--- src/rtl/seq_match_pkg.sv ---
// Shared types and constants for the programmable serial sequence-match controller.
package seq_match_pkg;

  localparam int PAT_W_DEF = 8;
  localparam int CNT_W_DEF = 8;
  localparam int LEN_W     = $clog2(PAT_W_DEF + 1);

  typedef enum logic [1:0] {
    ST_IDLE  = 2'd0,
    ST_ARMED = 2'd1,
    ST_RUN   = 2'd2,
    ST_DONE  = 2'd3
  } seq_state_e;

  // Plain vector encodings kept for blocks that carry state as logic [1:0].
  localparam logic [1:0] S_IDLE  = ST_IDLE;
  localparam logic [1:0] S_ARMED = ST_ARMED;
  localparam logic [1:0] S_RUN   = ST_RUN;
  localparam logic [1:0] S_DONE  = ST_DONE;

  function automatic logic len_ok(input int len, input int max_len);
    return (len >= 1) && (len <= max_len);
  endfunction

endpackage

--- src/rtl/seq_match_shift.sv ---
// History shift register, saturating bit counter and length-masked pattern compare.
// Build option SEQ_MATCH_NONOVERLAP_EN: bit count restarts after each hit (non-overlapping).
module seq_match_shift
  import seq_match_pkg::*;
#(
  parameter int PAT_W   = PAT_W_DEF,
  parameter int LEN_W_P = $clog2(PAT_W + 1)
) (
  input  logic               clk,
  input  logic               rst,
  input  logic               clr,
  input  logic               shift_en,
  input  logic               din,
  input  logic [PAT_W-1:0]   pattern,
  input  logic [LEN_W_P-1:0] len,
  output logic               hit
);

  logic [PAT_W-1:0]   hist_q;
  logic [PAT_W-1:0]   hist_nxt;
  logic [PAT_W-1:0]   mask;
  logic [LEN_W_P-1:0] cnt_q;
  logic [LEN_W_P-1:0] cnt_nxt;

  // Compare is against the post-shift view so hit lines up with the sampling edge.
  always_comb begin
    hist_nxt = {hist_q[PAT_W-2:0], din};
    cnt_nxt  = cnt_q;
    if (cnt_q != LEN_W_P'(PAT_W))
      cnt_nxt = cnt_q + 1'b1;
    for (int i = 0; i < PAT_W; i++)
      mask[i] = (i < int'(len));
    hit = shift_en && (len != '0) &&
          ((hist_nxt & mask) == (pattern & mask)) &&
          (cnt_nxt >= len);
  end

  always_ff @(posedge clk or posedge rst) begin
    if (rst) begin
      hist_q <= '0;
      cnt_q  <= '0;
    end else if (clr) begin
      hist_q <= '0;
      cnt_q  <= '0;
    end else if (shift_en) begin
      hist_q <= hist_nxt;
`ifdef SEQ_MATCH_NONOVERLAP_EN
      cnt_q  <= hit ? '0 : cnt_nxt;
`else
      cnt_q  <= cnt_nxt;
`endif
    end
  end

endmodule

--- src/rtl/seq_match_ctrl.sv ---
// Sequenced serial pattern-match controller: config handshake, arm, run, stop after target.
// Build option SEQ_MATCH_NONOVERLAP_EN selects non-overlapping detection in seq_match_shift.
//
// state | meaning
// IDLE  | no valid config; accepts config, ignores start
// ARMED | config held; waits for start
// RUN   | sampling serial stream, counting matches
// DONE  | target reached; start re-runs, config re-arms
module seq_match_ctrl
  import seq_match_pkg::*;
#(
  parameter int PAT_W = PAT_W_DEF,
  parameter int CNT_W = CNT_W_DEF
) (
  input  logic                       clk,
  input  logic                       rst,
  input  logic                       cfg_valid,
  output logic                       cfg_ready,
  input  logic [PAT_W-1:0]           cfg_pattern,
  input  logic [$clog2(PAT_W+1)-1:0] cfg_len,
  input  logic [CNT_W-1:0]           cfg_target,
  input  logic                       start,
  input  logic                       in_valid,
  input  logic                       in,
  output logic                       match,
  output logic [CNT_W-1:0]           match_cnt,
  output logic                       busy,
  output logic                       done,
  output logic                       cfg_err
);

  localparam int LW = $clog2(PAT_W + 1);

  logic [1:0]       state_q;
  logic [PAT_W-1:0] pattern_q;
  logic [LW-1:0]    len_q;
  logic [CNT_W-1:0] target_q;
  logic             match_q;
  logic [CNT_W-1:0] match_cnt_q;
  logic             cfg_err_q;

  logic             cfg_fire;
  logic             len_legal;
  logic             run_go;
  logic             shift_en;
  logic             hit;
  logic [CNT_W-1:0] cnt_inc;

  assign cfg_ready = (state_q == S_IDLE) || (state_q == S_DONE);
  assign cfg_fire  = cfg_valid && cfg_ready;
  assign len_legal = len_ok(int'(cfg_len), PAT_W);
  // A config handshake in DONE takes priority over a simultaneous start.
  assign run_go    = start && ((state_q == S_ARMED) ||
                               ((state_q == S_DONE) && !cfg_fire));
  assign shift_en  = (state_q == S_RUN) && in_valid;
  assign cnt_inc   = (match_cnt_q == '1) ? match_cnt_q : match_cnt_q + 1'b1;

  seq_match_shift #(
    .PAT_W   (PAT_W),
    .LEN_W_P (LW)
  ) u_shift (
    .clk      (clk),
    .rst      (rst),
    .clr      (run_go),
    .shift_en (shift_en),
    .din      (in),
    .pattern  (pattern_q),
    .len      (len_q),
    .hit      (hit)
  );

  always_ff @(posedge clk or posedge rst) begin
    if (rst) begin
      state_q     <= S_IDLE;
      pattern_q   <= '0;
      len_q       <= '0;
      target_q    <= '0;
      match_q     <= 1'b0;
      match_cnt_q <= '0;
      cfg_err_q   <= 1'b0;
    end else begin
      match_q <= 1'b0;
      case (state_q)
        S_IDLE, S_DONE: begin
          if (cfg_fire) begin
            if (len_legal) begin
              pattern_q <= cfg_pattern;
              len_q     <= cfg_len;
              target_q  <= cfg_target;
              cfg_err_q <= 1'b0;
              state_q   <= S_ARMED;
            end else begin
              cfg_err_q <= 1'b1;
            end
          end else if (run_go) begin
            match_cnt_q <= '0;
            state_q     <= S_RUN;
          end
        end
        S_ARMED: begin
          if (run_go) begin
            match_cnt_q <= '0;
            state_q     <= S_RUN;
          end
        end
        S_RUN: begin
          if (hit) begin
            match_q     <= 1'b1;
            match_cnt_q <= cnt_inc;
            if ((target_q != '0) && (cnt_inc == target_q))
              state_q <= S_DONE;
          end
        end
        default: state_q <= S_IDLE;
      endcase
    end
  end

  assign match     = match_q;
  assign match_cnt = match_cnt_q;
  assign busy      = (state_q == S_RUN);
  assign done      = (state_q == S_DONE);
  assign cfg_err   = cfg_err_q;

endmodule

--- config.mk ---
export PLATFORM = sky130hd
export DESIGN_NAME = seq_match_ctrl
export DESIGN_NICKNAME = d
export VERILOG_FILES = /design/src/rtl/seq_match_pkg.sv /design/src/rtl/seq_match_shift.sv /design/src/rtl/seq_match_ctrl.sv
export SDC_FILE = /design/constraint.sdc
export NUM_CORES = 1
export LEC_CHECK = 0
export BUFFER_PORTS_ARGS = -buffer_cell sky130_fd_sc_hd__clkbuf_2
export CAP_MARGIN = 0
export CORE_MARGIN = 3
export CORE_UTILIZATION = 36
export CTS_CLUSTER_SIZE = 40
export DETAILED_ROUTE_END_ITERATION = 10
export PLACE_DENSITY = 0.59
export SYNTH_ARGS = -nofsm -noshare
export SYNTH_HDL_FRONTEND = slang
export SYNTH_HIERARCHICAL = 1
export SYNTH_SLANG_ARGS = --single-unit
--- constraint.sdc ---
create_clock -name clk -period 3.3 [get_ports clk]
set_clock_uncertainty 0.05 [all_clocks]
set_input_delay 0.495 -clock clk [delete_from_list [all_inputs] [get_ports clk]]
set_output_delay 0.495 -clock clk [all_outputs]
set_load 0.01 [all_outputs]
==> impl_results.md, run 1 <==
* Status: completed
* Final setup margin at between 400 and 500 ps
* Fin nets at 358
* Crit Path Category: flip-flop to flip-flop
* Sequence of cells on the critical path: inv_1, ha_1, nand2_1, nor2_1, xnor2_1, ha_1, nand2b_1, a211oi_1, o21bai_1, o211a_1, and2_1, and2_1, a41oi_1, a21oi_1
* Synth Warn # at 6
* Crit path DAT at just under 3000 ps
* Core area at approximately 7300 um2
* VDD IR max at between 0.3 and 0.4 mV
* CTS tree: yes
* N_diodes at 0
* Max incr delay on CP at roughly 420 ps
* Largest net degree at the start of global routing at 33
* # DRC at 0
* H-tree depth at 2
* Slowest cell on crit path: dfrtp_1
* Hold_buf cts at 0
* Final hold vios at 0
* GPL Wtd Cong at approximately 0.82
* Hpwl dp at slightly below 5000 um
* EDFF count, synth at 0
* Post-route ant nets at 0
* Register area share after synthesis at 39.0%
* Width of the die at ~94 um
* FF-to-FF End: match_cnt[4]$_DFFE_PP0P_
* Die Y at ~94 um
* Synth Flop Type: dfrtp_1
* Cells on worst reg2reg path at 14
* Setup-failing EPs final at 0
* All-Layer GR Usage at ~16%
* Share of the synthesized area in the top cell type at 39.0%
* Relative slew slack at roughly three fifths
* Clock Latency Late Sink at ~300 ps
* Fmax achieved at ~0.35 GHz
* Synth Instances at 284
* DRT iter0 DRCs at between 100 and 150
* Pwr Total at 2.35 mW
* Most instantiated library cell after synthesis: dfrtp_1
* WHS at around 130 ps
* Initial antenna violation count at 0
* Cell taking the most area after synthesis: dfrtp_1
* Avg WL per Cell at around 15 um
* CTS buffer count at 5
* CP startpoint kind: flip-flop
* Distinct cells, synth at 53
* GR Overflow Total at 0
* First-pass GRT wire length at between 10000 and 15000 um
* Worst r2r src: u_shift/cnt_q[0]$_DFFE_PP0P_
* Starting density of the core at 37.6%
* Pre-antenna DRT Iters at 5
* Post-CTS sizing at 0
* Mapped Area at around 2800 um2
* Cells taking the most area after synthesis: dfrtp_1, mux2_2, xnor2_1
* Worst Setup SP: u_shift/cnt_q[0]$_DFFE_PP0P_
* Final WL at 6450 um
* Vias in the first global route at about 2200
* Final TNS setup at 0 ps
* Root Driver: clkbuf_8
* Synth cell count leaders: dfrtp_1, nor2_1, mux2_2, nand2_1
* Mean Syn Cell Area at 9.71 um2
* Tmin final at roughly 2900 ps
* Critical Path Fanout Max at 11
* Post-CTS Setup Bufs at 0
* RSZ-0062 raised after global routing: false
* Mean number of vias per cell at 5.41
* Leak at around 1.4 nW
* I/O Pins at 39
* Area delta synth->final at 14.6%
* Max-cap check violation count at 0
* Setup slack, reg-to-reg at 440 ps
* Critical path data required time at around 3400 ps
* Endpoint type of the worst setup path: flip-flop
* Power density over the cells at between 700 and 800 nW/um2
* Rows at 31
* Port Buffer Count at 38
* Slew @ Worst Pin at roughly 570 ps
* Layout cells sized above 1 at 24.5%
* CTS sink count at 43
* Clk buf depth at 2
* Setup slack after placement at between 400 and 500 ps
* Die area at around 8700 um2
* Via count at roughly 2300
* Number of synthesized register bits at 43
* Fin crit share at a little under 90%
* Max Slew Vio Count at 0
* Post-Syn Nets at 320
* Hold Path Class: primary input to async pin
* Async S/R FF share, synth at 100%
* Clk slew on worst S/H paths at about 90 ps
## critical path: cells and delay by family, from the launching register on
family / cells / cell delay (ps)
compound gates: 5 / 780
xor+xnor: 1 / 130
fa+ha+maj: 2 / 400
buf+inv: 1 / 130
flops: 1 / 420
simple gates: 5 / 800
## layout by cell type (no fill, tap or decap), types with 4 or more instances in the layout
master and count:
o21ai_0 14, nand3_1 10, inv_1 15, buf_4 5, nor2_1 28, a21oi_1 15, nand2b_1 5, mux2_2 17
nor4_1 4, nand2_1 16, xnor2_1 15, clkbuf_8 5, clkbuf_2 38, ha_1 10, and2_1 5, dfrtp_1 43
mux2i_1 10
## per-layer routing
layer / global-route usage (%) / up-vias / part of all wire (%)
met5: 0 / - / 0
met4: 4.76 / 0 / 1.2
met3: 2.57 / 9 / 4.4
met2: 23.4 / 59 / 45
met1: 22.7 / 1096 / 50
li1: - / 1117 / -
## how the worst max path moves through the flow
| stage | endpoint | slack [ps] | cells after the start |
|---|---|---|---|
| after floorplan | match_cnt[4]$_DFFE_PP0P_ | 620 | 15 |
| after global placement | match_cnt[4]$_DFFE_PP0P_ | 570 | 14 |
| after detailed placement | match_cnt[4]$_DFFE_PP0P_ | 480 | 14 |
| after CTS | match_cnt[4]$_DFFE_PP0P_ | 410 | 14 |
| after global routing | match_cnt[4]$_DFFE_PP0P_ | 110 | 14 |
| final | match_cnt[4]$_DFFE_PP0P_ | 440 | 14 |
## per-stage QoR
step / cell area, um2 / utilization, % / std cells
2_1_floorplan: 2760 / - / 284
3_3_place_gp: 3050 / 41.5 / 414
3_5_place_dp: 3050 / 41.5 / 414
4_1_cts: 3160 / 43.1 / 422
5_1_grt: 3160 / 43.1 / 422
6_report: 3160 / 43.1 / 422
## report_power, final
part / internal, mW / total, mW / switching, mW
combinational: 0.496 / 1.01 / 0.517
sequential: 0.696 / 0.909 / 0.214
clock: 0.226 / 0.423 / 0.197
## layout make-up
type | count | area (um2)
flip-flops and latches | 43 | 1080
inverters | 15 | 56.3
repair buffers | 43 | 228
clock buffers | 5 | 68.8
multi-input cells | 214 | 1560
fillers | 738 | 4170
clock inverters | 3 | 43.8
well taps | 99 | 124
## cells by family after synthesis
logic type / after synthesis / synth area share [%]
DFF: 43 / 39.0
adders and majority gates: 10 / 4.54
and+or+nand+nor: 92 / 18.1
muxes: 27 / 10.6
AOI/OAI and AO/OA: 67 / 17.6
xor gates and xnor gates: 18 / 5.72
buffers and inverters: 27 / 4.40
## sequential cells by signal (all words and copies together), names as in the netlist
name,flops
match_cnt,8
state_q,2
pattern_q,8
target_q,8
cfg_err,1
u_shift/hist_q,7
match,1
len_q,4
u_shift/cnt_q,4
Power figures use the tool's default switching activity.
==> run 2: changes to the inputs <==
==> constraint.sdc (replaced) <==
create_clock -name clk -period 3.7 [get_ports clk]
set_clock_uncertainty 0.05 [all_clocks]
set_input_delay 0.555 -clock clk [delete_from_list [all_inputs] [get_ports clk]]
set_output_delay 0.555 -clock clk [all_outputs]
set_load 0.01 [all_outputs]
==> run 2 against run 1 <==
Effect of this change:
- clock power fell by 7.3%
- via count shrank 1.3%
- final cell count decreased by 0.47%
- final area is 0.36% lower
- fmax decreased by 4.7%
- non-clock buffer count shrank 2
- worst setup slack improved by 260 ps
- critical path depth decreased by 2
- critical path type unchanged
- count of clock-buffer cells in the layout unchanged
- critical endpoint is now match_cnt[1]$_DFFE_PP0P_
- highest routed layer unchanged
==> impl_results.md, run 2 (synthesized netlist as in run 1, its figures left out) <==
* Critical path data required time at just under 4000 ps
* Setup slack after placement at between 700 and 800 ps
* GPL Wtd Cong at around 0.8
* Post-layout instance area at approximately 3100 um2
* All-Layer GR Usage at between 15 and 20%
* N_diodes at 0
* Fin util at 42.9%
* Setup-failing EPs final at 0
* Hold Path Class: primary input to async pin
* CTS buffer count at 5
* Die area at just under 9000 um2
* # DRC at 0
* Area of the multi-input gates at between 1500 and 2000 um2
* Worst r2r src: state_q[0]$_DFFE_PP0P_
* Pre-antenna DRT Iters at 4
* First-pass GRT wire length at between 10000 and 15000 um
* Mean number of vias per cell at ~5.4
* Die Y at 93.5 um
* Hold_buf cts at 0
* Relative slew slack at between 60% and 70%
* Tmin final at approximately 3000 ps
* Starting density of the core at a little under two fifths
* Slew @ Worst Pin at 529 ps
* Post-route ant nets at 0
* Fin cells at 420
* Clk buf depth at 2
* H-tree depth at 2
* Final TNS setup at 0 ps
* Area delta synth->final at 14.2%
* Power density over the cells at roughly 660 nW/um2
* Most frequent cells in the layout: dfrtp_1, clkbuf_2, nor2_1, mux2_2, nand2_1
* Post-CTS Setup Bufs at 0
* Max-cap check violation count at 0
* I/O Pins at 39
* Layout cells sized above 1 at 24.0%
* Clock Latency Late Sink at between 300 and 400 ps
* Status: completed
* Seq. cell area at approximately 1100 um2
* Final WL at roughly 6500 um
* Endpoint type of the worst setup path: flip-flop
* Vias in the first global route at 2188
* VDD IR max at between 0.2 and 0.3 mV
* RSZ-0062 raised after global routing: false
* Post-CTS sizing at 0
* Core area at roughly 7300 um2
* Fin crit share at between 80% and 90%
* Fillers at 729
* Rows at 31
* Fin nets at between 300 and 400
* DRT iter0 DRCs at 145
* Critical Path Fanout Max at 14
* CTS tree: yes
* Final setup margin at 699 ps
* Fmax achieved at 0.333 GHz
* Width of the die at around 94 um
* Largest net degree at the start of global routing at 33
* Root Driver: clkbuf_8
* Cells after DPL at between 400 and 500
* Crit Path Category: flip-flop to flip-flop
* Leak at around 1.4 nW
* Crit path DAT at approximately 3200 ps
* Max Slew Vio Count at 0
* CP startpoint kind: flip-flop
* Initial antenna violation count at 0
* Via count at around 2300
* Port Buffer Count at 38
* GR Overflow Total at 0
* Post-DP Area at roughly 3000 um2
* Avg WL per Cell at ~15 um
* Worst Setup SP: state_q[0]$_DFFE_PP0P_
* CTS sink count at 43
* Clk slew on worst S/H paths at 100 ps
* Final hold vios at 0
* Hpwl dp at about 4800 um
* Most common cell after layout, fill and taps aside: dfrtp_1
-- run 2: cell count changes in the layout (fill, tap and decap cells not counted) --
cell / before / now
buf_4: 5 / 3
clkinv_2: 1 / 0
inv_6: 0 / 1
-- run 2: where the power goes --
group | internal (mW) | leakage (nW) | switching (mW) | total [mW]
clock network | 0.205 | 0.0587 | 0.187 | 0.392
registers | 0.620 | 0.548 | 0.185 | 0.806
logic | 0.436 | 0.752 | 0.457 | 0.893
total | 1.26 | 1.36 | 0.829 | 2.09
-- run 2: worst paths after layout --
kind | end | slack [ps] | cells past startpoint
max in group asynchronous | target_q[1]$_DFFE_PP0P_ | 3010 | 3
worst max register to register | match_cnt[1]$_DFFE_PP0P_ | 700 | 12
worst min-delay path | u_shift/cnt_q[2]$_DFFE_PP0P_ | 170 | 2
worst max-delay path | match_cnt[1]$_DFFE_PP0P_ | 700 | 12
min in group clk | target_q[6]$_DFFE_PP0P_ | 410 | 3
worst min register to register | cfg_err$_DFFE_PP0P_ | 470 | 2
-- run 2: stage by stage --
step / hold slack (ps) / power (mW)
4_1_cts: 183 / 2.11
6_report: 173 / 2.09
3_3_place_gp: 442 / 1.69
5_1_grt: 213 / 2.27
2_1_floorplan: 357 / 1.47
3_5_place_dp: 445 / 1.71
-- run 2: critical path, cell delays in order (launching register included) --
cell	delay, ps
dfrtp_1	470
inv_1	110
ha_1	450
and2_1	200
buf_4	230
nand2_1	90
nor4_2	140
o211a_1	180
and2_1	160
nand2_1	140
o31ai_2	180
o21ai_0	220
a32o_1	240
-- run 2: final cells by class --
| type | instances | area share [%] |
|---|---|---|
| clock buffer | 5 | 2.19 |
| clock inverter | 3 | 1.51 |
| inverter | 15 | 1.79 |
| multi-input combinational | 214 | 49.6 |
| sequential | 43 | 34.2 |
| tap | 99 | 3.94 |
| timing repair buffer | 41 | 6.76 |
-- run 2: per-layer routing --
metal  track usage (%)  vias up  wire length [um]
met5                 0        -                 0
met4              5.25        0                82
met3              3.22        7               299
met2              23.9       51              2950
met1              23.0     1085              3160
li1                  -     1108                 -
